--- src/rtl/vc_input_fifo_if.sv ---
// rtl/vc_input_fifo_if.sv - link-side and allocator-side signals of the VC input FIFO
interface vc_input_fifo_if #(
  parameter int DATAW = 32,
  parameter int NVC   = 4
);
  localparam int VCW = (NVC > 1) ? $clog2(NVC) : 1;

  logic [DATAW-1:0] idata;
  logic             wr_en;
  logic [VCW-1:0]   wr_vc;
  logic             rd_en;
  logic [VCW-1:0]   rd_vc;
  logic [DATAW-1:0] odata;
  logic [NVC-1:0]   empty;
  logic [NVC-1:0]   full;
  logic [NVC-1:0]   ordy;
  logic [NVC-1:0]   pkt_rdy;
  logic             err_ovf;
  logic             err_udf;

  // Link receiver / allocator side drives requests and observes status
  modport master (
    output idata, wr_en, wr_vc, rd_en, rd_vc,
    input  odata, empty, full, ordy, pkt_rdy, err_ovf, err_udf
  );

  // The FIFO itself
  modport slave (
    input  idata, wr_en, wr_vc, rd_en, rd_vc,
    output odata, empty, full, ordy, pkt_rdy, err_ovf, err_udf
  );
endinterface

--- src/rtl/vc_input_fifo.sv ---
// rtl/vc_input_fifo.sv - multi-VC circular flit buffer with packet tracking and sticky errors
module vc_input_fifo #(
  parameter int DATAW    = 32,
  parameter int DEPTH    = 8,
  parameter int NVC      = 4,
  parameter int PKTLEN   = 4,
  parameter int TAIL_BIT = 31
) (
  input logic             clk,
  input logic             rst_,
  vc_input_fifo_if.slave  bus
);
  localparam int VCW = (NVC > 1) ? $clog2(NVC) : 1;
  localparam int PW  = (DEPTH > 1) ? $clog2(DEPTH) : 1;
  localparam int CW  = $clog2(DEPTH + 1);
  localparam int AW  = (NVC * DEPTH > 1) ? $clog2(NVC * DEPTH) : 1;

  localparam logic [VCW:0]   NVC_LIM  = (VCW + 1)'(NVC);
  localparam logic [PW-1:0]  PTR_LAST = PW'(DEPTH - 1);
  localparam logic [CW-1:0]  CNT_FULL = CW'(DEPTH);
  localparam logic [CW-1:0]  CNT_PKT  = CW'(PKTLEN);

  // Flit storage, one DEPTH-sized region per VC; contents are never reset
  logic [DATAW-1:0] mem [NVC*DEPTH];

  logic [PW-1:0] wr_ptr [NVC];
  logic [PW-1:0] rd_ptr [NVC];
  logic [CW-1:0] cnt    [NVC];
  logic [CW-1:0] pcnt   [NVC];
  logic          err_ovf_q;
  logic          err_udf_q;

  logic             wr_vc_ok;
  logic             rd_vc_ok;
  logic [VCW-1:0]   wr_idx;
  logic [VCW-1:0]   rd_idx;
  logic             rd_empty;
  logic             wr_full;
  logic             rd_ok;
  logic             wr_ok;
  logic             rd_tail;
  logic             wr_tail;
  logic [AW-1:0]    rd_addr;
  logic [AW-1:0]    wr_addr;
  logic [DATAW-1:0] head;
  logic [NVC-1:0]   wr_hit;
  logic [NVC-1:0]   rd_hit;

  function automatic logic [PW-1:0] ptr_next(input logic [PW-1:0] p);
    return (p == PTR_LAST) ? '0 : p + 1'b1;
  endfunction

  // Decode requests: out-of-range VCs are clamped to 0 and treated as rejected
  always_comb begin
    wr_vc_ok = ({1'b0, bus.wr_vc} < NVC_LIM);
    rd_vc_ok = ({1'b0, bus.rd_vc} < NVC_LIM);
    wr_idx   = wr_vc_ok ? bus.wr_vc : '0;
    rd_idx   = rd_vc_ok ? bus.rd_vc : '0;
    rd_empty = ~rd_vc_ok | (cnt[rd_idx] == '0);
    wr_full  = (cnt[wr_idx] == CNT_FULL);
    rd_ok    = bus.rd_en & ~rd_empty;
    // A full VC takes a write only when the same VC is popped this cycle
    wr_ok    = bus.wr_en & wr_vc_ok & (~wr_full | (rd_ok & (rd_idx == wr_idx)));
    rd_addr  = AW'(rd_idx) * AW'(DEPTH) + AW'(rd_ptr[rd_idx]);
    wr_addr  = AW'(wr_idx) * AW'(DEPTH) + AW'(wr_ptr[wr_idx]);
    head     = mem[rd_addr];
    rd_tail  = head[TAIL_BIT];
    wr_tail  = bus.idata[TAIL_BIT];
    bus.odata = rd_empty ? '0 : head;
  end

  // One-hot per-VC accept strobes so each queue updates independently
  always_comb begin
    wr_hit = '0;
    rd_hit = '0;
    for (int v = 0; v < NVC; v++) begin
      wr_hit[v] = wr_ok & (wr_idx == VCW'(v));
      rd_hit[v] = rd_ok & (rd_idx == VCW'(v));
    end
  end

  // Per-VC status flags derived from the occupancy and tail counters
  always_comb begin
    bus.empty   = '0;
    bus.full    = '0;
    bus.ordy    = '0;
    bus.pkt_rdy = '0;
    for (int v = 0; v < NVC; v++) begin
      bus.empty[v]   = (cnt[v] == '0);
      bus.full[v]    = (cnt[v] == CNT_FULL);
      bus.ordy[v]    = ((CNT_FULL - cnt[v]) >= CNT_PKT);
      bus.pkt_rdy[v] = (pcnt[v] != '0);
    end
    bus.err_ovf = err_ovf_q;
    bus.err_udf = err_udf_q;
  end

  // Flit write; suppressed on the reset edge so a discarded packet leaves no trace
  always_ff @(posedge clk) begin
    if (!rst_ && wr_ok) begin
      mem[wr_addr] <= bus.idata;
    end
  end

  // Pointers, occupancy, tail counts and sticky error flags
  always_ff @(posedge clk) begin
    if (rst_) begin
      for (int v = 0; v < NVC; v++) begin
        wr_ptr[v] <= '0;
        rd_ptr[v] <= '0;
        cnt[v]    <= '0;
        pcnt[v]   <= '0;
      end
      err_ovf_q <= 1'b0;
      err_udf_q <= 1'b0;
    end else begin
      for (int v = 0; v < NVC; v++) begin
        if (wr_hit[v]) begin
          wr_ptr[v] <= ptr_next(wr_ptr[v]);
        end
        if (rd_hit[v]) begin
          rd_ptr[v] <= ptr_next(rd_ptr[v]);
        end
        if (wr_hit[v] && !rd_hit[v]) begin
          cnt[v] <= cnt[v] + 1'b1;
        end else if (rd_hit[v] && !wr_hit[v]) begin
          cnt[v] <= cnt[v] - 1'b1;
        end
        if ((wr_hit[v] && wr_tail) && !(rd_hit[v] && rd_tail)) begin
          pcnt[v] <= pcnt[v] + 1'b1;
        end else if ((rd_hit[v] && rd_tail) && !(wr_hit[v] && wr_tail)) begin
          pcnt[v] <= pcnt[v] - 1'b1;
        end
      end
      if (bus.wr_en && !wr_ok) begin
        err_ovf_q <= 1'b1;
      end
      if (bus.rd_en && !rd_ok) begin
        err_udf_q <= 1'b1;
      end
    end
  end
endmodule

--- src/flat_wrapper.sv ---
// flat-port wrapper written by rule: the top's interface ports become plain ports
module vc_input_fifo_flat 
#(
  parameter int DATAW    = 32,
  parameter int DEPTH    = 8,
  parameter int NVC      = 4,
  parameter int PKTLEN   = 4,
  parameter int TAIL_BIT = 31
)
  (clk, rst_, bus_idata, bus_wr_en, bus_wr_vc, bus_rd_en, bus_rd_vc, bus_odata, bus_empty, bus_full, bus_ordy, bus_pkt_rdy, bus_err_ovf, bus_err_udf);
  vc_input_fifo_if #(.DATAW(DATAW), .NVC(NVC)) bus_i ();
  input logic clk;
  input logic rst_;
  input wire logic [$bits(bus_i.idata)-1:0] bus_idata;
  input wire logic [$bits(bus_i.wr_en)-1:0] bus_wr_en;
  input wire logic [$bits(bus_i.wr_vc)-1:0] bus_wr_vc;
  input wire logic [$bits(bus_i.rd_en)-1:0] bus_rd_en;
  input wire logic [$bits(bus_i.rd_vc)-1:0] bus_rd_vc;
  output wire logic [$bits(bus_i.odata)-1:0] bus_odata;
  output wire logic [$bits(bus_i.empty)-1:0] bus_empty;
  output wire logic [$bits(bus_i.full)-1:0] bus_full;
  output wire logic [$bits(bus_i.ordy)-1:0] bus_ordy;
  output wire logic [$bits(bus_i.pkt_rdy)-1:0] bus_pkt_rdy;
  output wire logic [$bits(bus_i.err_ovf)-1:0] bus_err_ovf;
  output wire logic [$bits(bus_i.err_udf)-1:0] bus_err_udf;
  assign bus_i.idata = bus_idata;
  assign bus_i.wr_en = bus_wr_en;
  assign bus_i.wr_vc = bus_wr_vc;
  assign bus_i.rd_en = bus_rd_en;
  assign bus_i.rd_vc = bus_rd_vc;
  assign bus_odata = bus_i.odata;
  assign bus_empty = bus_i.empty;
  assign bus_full = bus_i.full;
  assign bus_ordy = bus_i.ordy;
  assign bus_pkt_rdy = bus_i.pkt_rdy;
  assign bus_err_ovf = bus_i.err_ovf;
  assign bus_err_udf = bus_i.err_udf;
  vc_input_fifo #(.DATAW(DATAW), .DEPTH(DEPTH), .NVC(NVC), .PKTLEN(PKTLEN), .TAIL_BIT(TAIL_BIT)) u_core (.clk(clk), .rst_(rst_), .bus(bus_i));
endmodule
--- config.mk ---
export PLATFORM = sky130hd
export DESIGN_NAME = vc_input_fifo_flat
export DESIGN_NICKNAME = d
export VERILOG_FILES = /design/src/rtl/vc_input_fifo_if.sv /design/src/rtl/vc_input_fifo.sv /design/src/flat_wrapper.sv
export SDC_FILE = /design/constraint.sdc
export NUM_CORES = 2
export LEC_CHECK = 0
export ABC_AREA = 0
export CAP_MARGIN = 10
export CORE_MARGIN = 2
export CORE_UTILIZATION = 50
export CTS_BUF_LIST = sky130_fd_sc_hd__clkbuf_2
export DETAILED_ROUTE_END_ITERATION = 8
export PLACE_DENSITY_LB_ADDON = 0.1
export SYNTH_ARGS = -nofsm -noshare
export SYNTH_HDL_FRONTEND = slang
export SYNTH_SLANG_ARGS = --single-unit
--- constraint.sdc ---
create_clock -name clk -period 8.8 [get_ports clk]
set_clock_uncertainty 0.2 [all_clocks]
set_input_delay 2.2 -clock clk [delete_from_list [all_inputs] [get_ports clk]]
set_output_delay 2.2 -clock clk [all_outputs]
set_load 0.01 [all_outputs]
* Word-level counts from Yosys, hierarchy flattened
Memory sizes are Yosys's and may differ from the RTL's. Index checks and enable logic that the tools add are counted.
Storage, ports and cells: bits of input ports 40, memories kept 5, memory bits (writable) 1080, output and inout bits 50, register bits 2, word-level logic and storage cells 273
Operators by class: add/subtract/negate cells 30, mux-type cells 117, reduce and logical (&&, ||, !) cells 57, $lt $le $gt $ge 4, equal/unequal tests 20, bitwise logic cells 38
Memories:
- u_core.mem | words 32, width 32, read ports 1, clocked after Yosys merged registers in 0, wr ports 1, RTL line vc_input_fifo.sv:24 | logic [DATAW-1:0] mem [NVC*DEPTH];
- u_core.cnt | words 4, width 4, read ports 6, clocked after Yosys merged registers in 0, wr ports 4, RTL line vc_input_fifo.sv:28 | logic [CW-1:0] cnt [NVC];
- u_core.pcnt | words 4, width 4, read ports 4, clocked after Yosys merged registers in 0, wr ports 4, RTL line vc_input_fifo.sv:29 | logic [CW-1:0] pcnt [NVC];
- u_core.rd_ptr | words 4, width 3, read ports 5, clocked after Yosys merged registers in 0, wr ports 4, RTL line vc_input_fifo.sv:27 | logic [PW-1:0] rd_ptr [NVC];
- u_core.wr_ptr | words 4, width 3, read ports 5, clocked after Yosys merged registers in 0, wr ports 4, RTL line vc_input_fifo.sv:26 | logic [PW-1:0] wr_ptr [NVC];
Operator list (count):
- $mux 1 | 84
- $mux 4 | 16
- $mux 3 | 16
- $add 4x1->4 const B | 8
- $mux 32 | 1
- $sub 4x1->4 const B | 8
- $logic_and 1x1->1 | 27
- $or 1x1->1 | 25
- $add 3x1->3 const B | 8
- $eq 3x3->1 const B | 8
- $eq 4x4->1 const B | 5
- $logic_not 4->1 | 5
- $logic_not 1->1 | 19
- $ge 4x3->1 const B | 4
- $reduce_bool 4->1 | 4
- $sub 4x4->4 const A | 4
- $and 1x1->1 | 11
- $add 5x3->5 | 2
- $eq 2x2->1 const B | 4
- $eq 2x1->1 const B | 2
- $logic_not 2->1 | 2
- $eq 2x2->1 | 1
- $not 1->1 | 2

* Logic depth before layout (Yosys ltp)
An unclocked memory read counts as a cell.
depth in word-level cells 16, gate-level depth with buffers 17, depth with buffers taken out 14

* Worst setup path after synthesis
OpenSTA, ideal clock, no wires.
kind input-to-reg, start point input bus_rd_vc[1], end point memory u_core.mem[24][0] (enable), cell stages on the path 10, path slack 1.658 ns, required time 8.139 ns, library setup time 0.461 ns, arrival 6.481 ns, cells stage by stage buf_2 > mux4_2 > buf_2 > o31a_1 > nor2b_2 > nand2b_1 > buf_2 > or3_1 > clkbuf_1 > nor3_1
On the way: longest elaborated chain between the ends 10, elaborated cells between the ends (all ways) 11, those cells by class eq/ne (1); mux (2); bitwise (5); reduce/logical (2); memory (1)
Ends and longest elaborated chain:
- start, declared | RTL line flat_wrapper.sv:18 | input wire logic [$bits(bus_i.rd_vc)-1:0] bus_rd_vc;
- $mem_v2 4x4
- $logic_not 4->1 | RTL line vc_input_fifo.sv:59 | rd_empty = ~rd_vc_ok | (cnt[rd_idx] == '0);
- $not 1->1 | RTL line vc_input_fifo.sv:61 | rd_ok = bus.rd_en & ~rd_empty;
- $and 1x1->1 | RTL line vc_input_fifo.sv:61
- $and 1x1->1 * | RTL line vc_input_fifo.sv:63 | wr_ok = bus.wr_en & wr_vc_ok & (~wr_full | (rd_ok & (rd_idx == wr_idx)));
- $or 1x1->1 * | RTL line vc_input_fifo.sv:63
- $and 1x1->1 * | RTL line vc_input_fifo.sv:63
- $logic_and 1x1->1 * | RTL line vc_input_fifo.sv:100 | if (!rst_ && wr_ok) begin
- $mux 1 * | RTL line vc_input_fifo.sv:100
- $mux 1 (implied by the code) * | RTL line vc_input_fifo.sv:101 | mem[wr_addr] <= bus.idata;
- end, declared | RTL line vc_input_fifo.sv:24
Every way passes the cells marked *; elsewhere a longest branch is shown, timed or not.

* Final worst setup path
start point input bus_rd_vc[0], end point output bus_odata[3]
On the way: longest elaborated chain between the ends 4, elaborated cells between the ends (all ways) 6, those cells by class add/sub (1); mux (1); reduce/logical (1); memory (3)
Ends and longest elaborated chain:
- $mem_v2 4x3
- $add 5x3->5 | RTL line vc_input_fifo.sv:64 | rd_addr = AW'(rd_idx) * AW'(DEPTH) + AW'(rd_ptr[rd_idx]);
- $mem_v2 32x32
- $mux 32 * | RTL line vc_input_fifo.sv:69 | bus.odata = rd_empty ? '0 : head;
- end, declared | RTL line flat_wrapper.sv:19 | output wire logic [$bits(bus_i.odata)-1:0] bus_odata;
Marks and branches as above.

==> impl_metrics.py <==
metrics = {
    "place": {
        "numPortBuffers": 89,
        "dp_hpwl_um": 57600,
        "dpl-instance-area_um2": 46100,
        "preCtsSetupSlack_ps": 550,
        "place_congestion": 0.786,
    },
    "yosys": {
        "synth_edf_count": 1080,
        "async_flop_share_pct": 0,
        "synth_area_um2": 43200,
        "synth_cell_type_count": 58,
        "synth_flop_cell": "edfxtp_1",
        "synthTopCellsByArea": "edfxtp_1, mux4_2, nand2_1",
        "ys_top_cells_by_count": "edfxtp_1, mux4_2, nand2_1",
        "ys_warn_count": 0,
        "seq_area_frac_synth_pct": 75.2,
        "yosys.cell_count.top_type": "edfxtp_1",
        "syn_nets": 2276,
        "ys_ff_latch": 1082,
        "synthCells": 2197,
        "yosys.area.top_type": "edfxtp_1",
        "yosysTopAreaCellShare_pct": 75.1,
        "synth_area_per_cell_um2": 19.7,
    },
    "clock_network": {
        "tritoncts": "done",
        "cts_inserted_buffers": 289,
        "clk_pin_slew_ps": 100,
        "cts.root.buffer_cell": "clkbuf_2",
        "cts.sinks": 1082,
        "holdBufCountCts": 0,
        "htreeDepth": 5,
        "cts_setup_buffers": 0,
        "worstSkewPairLatency_ps": 1420,
        "cts_resized": 0,
        "clk_path_buf_depth": 4,
    },
    "hold_path": {
        "hp-start": "u_core.bus.err_udf$_SDFFE_PP0P_",
        "hold_path_end": "u_core.bus.err_udf$_SDFFE_PP0P_",
        "holdPathStages": 2,
        "hp-class": "reg2reg",
    },
    "power": {
        "p_sw_uw": 2520,
        "irDropWorstVdd_uv": 116,
        "p_total_uw": 9960,
        "intPower_uw": 7450,
        "seqPwrFrac_pct": 57.6,
        "p_leak_uw": 0.0159,
        "power_frac_clock_pct": 32.3,
        "comb_power_share_pct": 10.1,
        "p_sw_share_pct": 25.3,
        "power.density_nw_per_um2": 206,
    },
    "route": {
        "drtPass1Iterations": 6,
        "ant_nets": 0,
        "drtIter0Drc": 2165,
        "drcViolationCount": 0,
        "wl_per_cell_um": 28.4,
        "wirelength_um": 109000,
        "vias": 23000,
        "via_per_inst": 6.01,
    },
    "setup_path": {
        "regToRegSetupSlack_ps": 3670,
        "required_ps": 6400,
        "rr_endpoint": "u_core.mem[4][4]$_DFFE_PP_",
        "rr_worst_depth": 9,
        "critical_path_arrival_ps": 5780,
        "crit_path_end_kind": "output pin",
        "path_class": "in2out",
        "critPathMaxFanout": 39,
        "cp-start-kind": "input pin",
        "rr_startpoint": "u_core.cnt[3][2]$_DFFE_PP_",
    },
    "timing": {
        "slew-limit-headroom_pct": 23.3,
        "fin_tns_setup_ps": 0,
        "finalSetupViolations": 0,
        "setup_ws_ps": 619,
        "fin_crit_sh_pct": 93.0,
        "drv_slew": 0,
        "whs_ps": 282,
        "tightest_slew_ps": 1150,
        "rsz0062_at_grt": "false",
        "hold_violations": 0,
        "post-route-min-period_ps": 8180,
        "clock.fmax_mhz": 122,
    },
    "global_route": {
        "first_global_vias": 23800,
        "grt_pass1_wl_um": 157000,
        "grt_max_degree": 114,
        "track_usage_pct": 24.7,
        "grt.overflow.total": 0,
        "antenna_found_initial": 3,
    },
    "floorplan": {
        "io_pins": 90,
        "die_y_um": 298,
        "num_rows": 107,
        "core_area_um2": 85400,
        "dieArea_um2": 88700,
        "start_util_pct": 50.6,
        "dieWidth_um": 298,
    },
    "cells_and_area": {
        "drive_gt1_share_pct": 30.0,
        "fin_area_um2": 48400,
        "syn2layout_area_growth_pct": 12.0,
        "final_nets": 2615,
    },
    "job": {
        "cap_violations": 0,
    },
    "outcome": {
        "status": "complete, no violations",
    },
}
==> flip-flops by register name, summed over array words and instances (netlist names) <==
signal	cells
u_core.bus.err_ovf	1
u_core.bus.err_udf	1
u_core.cnt	16
u_core.mem	1024
u_core.pcnt	16
u_core.rd_ptr	12
u_core.wr_ptr	12
==> power by group through the flow <==
stage / Clock [uW] / Combinational [uW] / Sequential [uW]
after global routing: 3570 / 1080 / 5750
after global placement: 0 / 1000 / 5860
after floorplan: 0 / 607 / 5850
after detailed placement: 0 / 1020 / 5860
final: 3220 / 1010 / 5740
after CTS: 3320 / 1020 / 5740
==> per-stage QoR <==
step                utilization, %  std cells
floorplan                        -       2197
global placement              54.0       3389
detailed placement            54.0       3389
CTS                           56.6       3829
global route                  56.6       3831
finish                        56.6       3831
==> final cells by class <==
cell class	count	area, um2
fill	6767	37100
sequential	1082	32500
multi-input combinational	972	10400
clock buffer	408	2040
timing repair buffer	166	1720
tap	1144	1430
clock inverter	32	213
inverter	25	93.8
antenna	2	5.00
==> cells by family (layout without fill, tap and decap cells) <==
| family | Yosys count | in the layout | synth area share (%) |
|---|---|---|---|
| simple gates | 483 | 483 | 5.19 |
| mux | 313 | 313 | 14.6 |
| flops | 1082 | 1082 | 75.2 |
| other cells | 0 | 2 | 0 |
| xor+xnor | 17 | 17 | 0.345 |
| compound gates | 120 | 120 | 2.01 |
| buf+inv | 143 | 631 | 1.39 |
| fa+ha+maj | 39 | 39 | 1.23 |
==> cells in the final DEF, fill, tap and decap left out, types with 13 or more instances in the layout <==
cell type / netlist / final
a21oi_1: 22 / 22
a31oi_1: 30 / 30
a32oi_1: 31 / 31
and2_1: 18 / 17
and3_1: 33 / 33
buf_12: 0 / 20
buf_4: 0 / 57
clkbuf_2: 0 / 408
clkdlybuf4s50_1: 0 / 89
clkinv_1: 0 / 18
edfxtp_1: 1080 / 1080
ha_1: 33 / 33
inv_1: 25 / 25
mux2i_1: 57 / 57
mux4_2: 255 / 252
nand2_1: 216 / 216
nand2b_1: 16 / 16
nand3_1: 40 / 40
nor2_1: 85 / 56
nor2_4: 0 / 29
nor3_1: 23 / 19
xor2_1: 13 / 13
==> how the worst max path moves through the flow <==
stage	start	end	slack [ps]	cells past startpoint
floorplan	bus_rd_vc[1]	u_core.mem[24][0]$_DFFE_PP_	1660	10
global placement	bus_rd_vc[0]	bus_odata[3]	580	9
detailed placement	bus_rd_vc[0]	bus_odata[3]	550	9
CTS	bus_rd_vc[0]	bus_odata[3]	530	9
global route	bus_rd_vc[0]	bus_odata[3]	370	9
finish	bus_rd_vc[0]	bus_odata[3]	620	9
==> routing by layer <==
layer | GRT usage, % | vias up | routed length [um] | part of all wire (%)
met1 | 32.5 | 12100 | 43500 | 40
met5 | 0 | - | 13 | 0.012
met2 | 40.8 | 973 | 54600 | 50
li1 | - | 9744 | - | -
met3 | 4.94 | 212 | 7330 | 6.7
met4 | 10.1 | 2 | 3220 | 3.0
==> critical path: stages <==
cell             delay, ps
clkdlybuf4s50_1        470
mux4_4                 470
buf_4                  660
buf_4                  400
mux4_2                 550
mux2i_1                170
a32oi_1                 70
and3_1                 250
clkdlybuf4s50_1        500
Note: power is estimated with default switching activity, not from simulation.
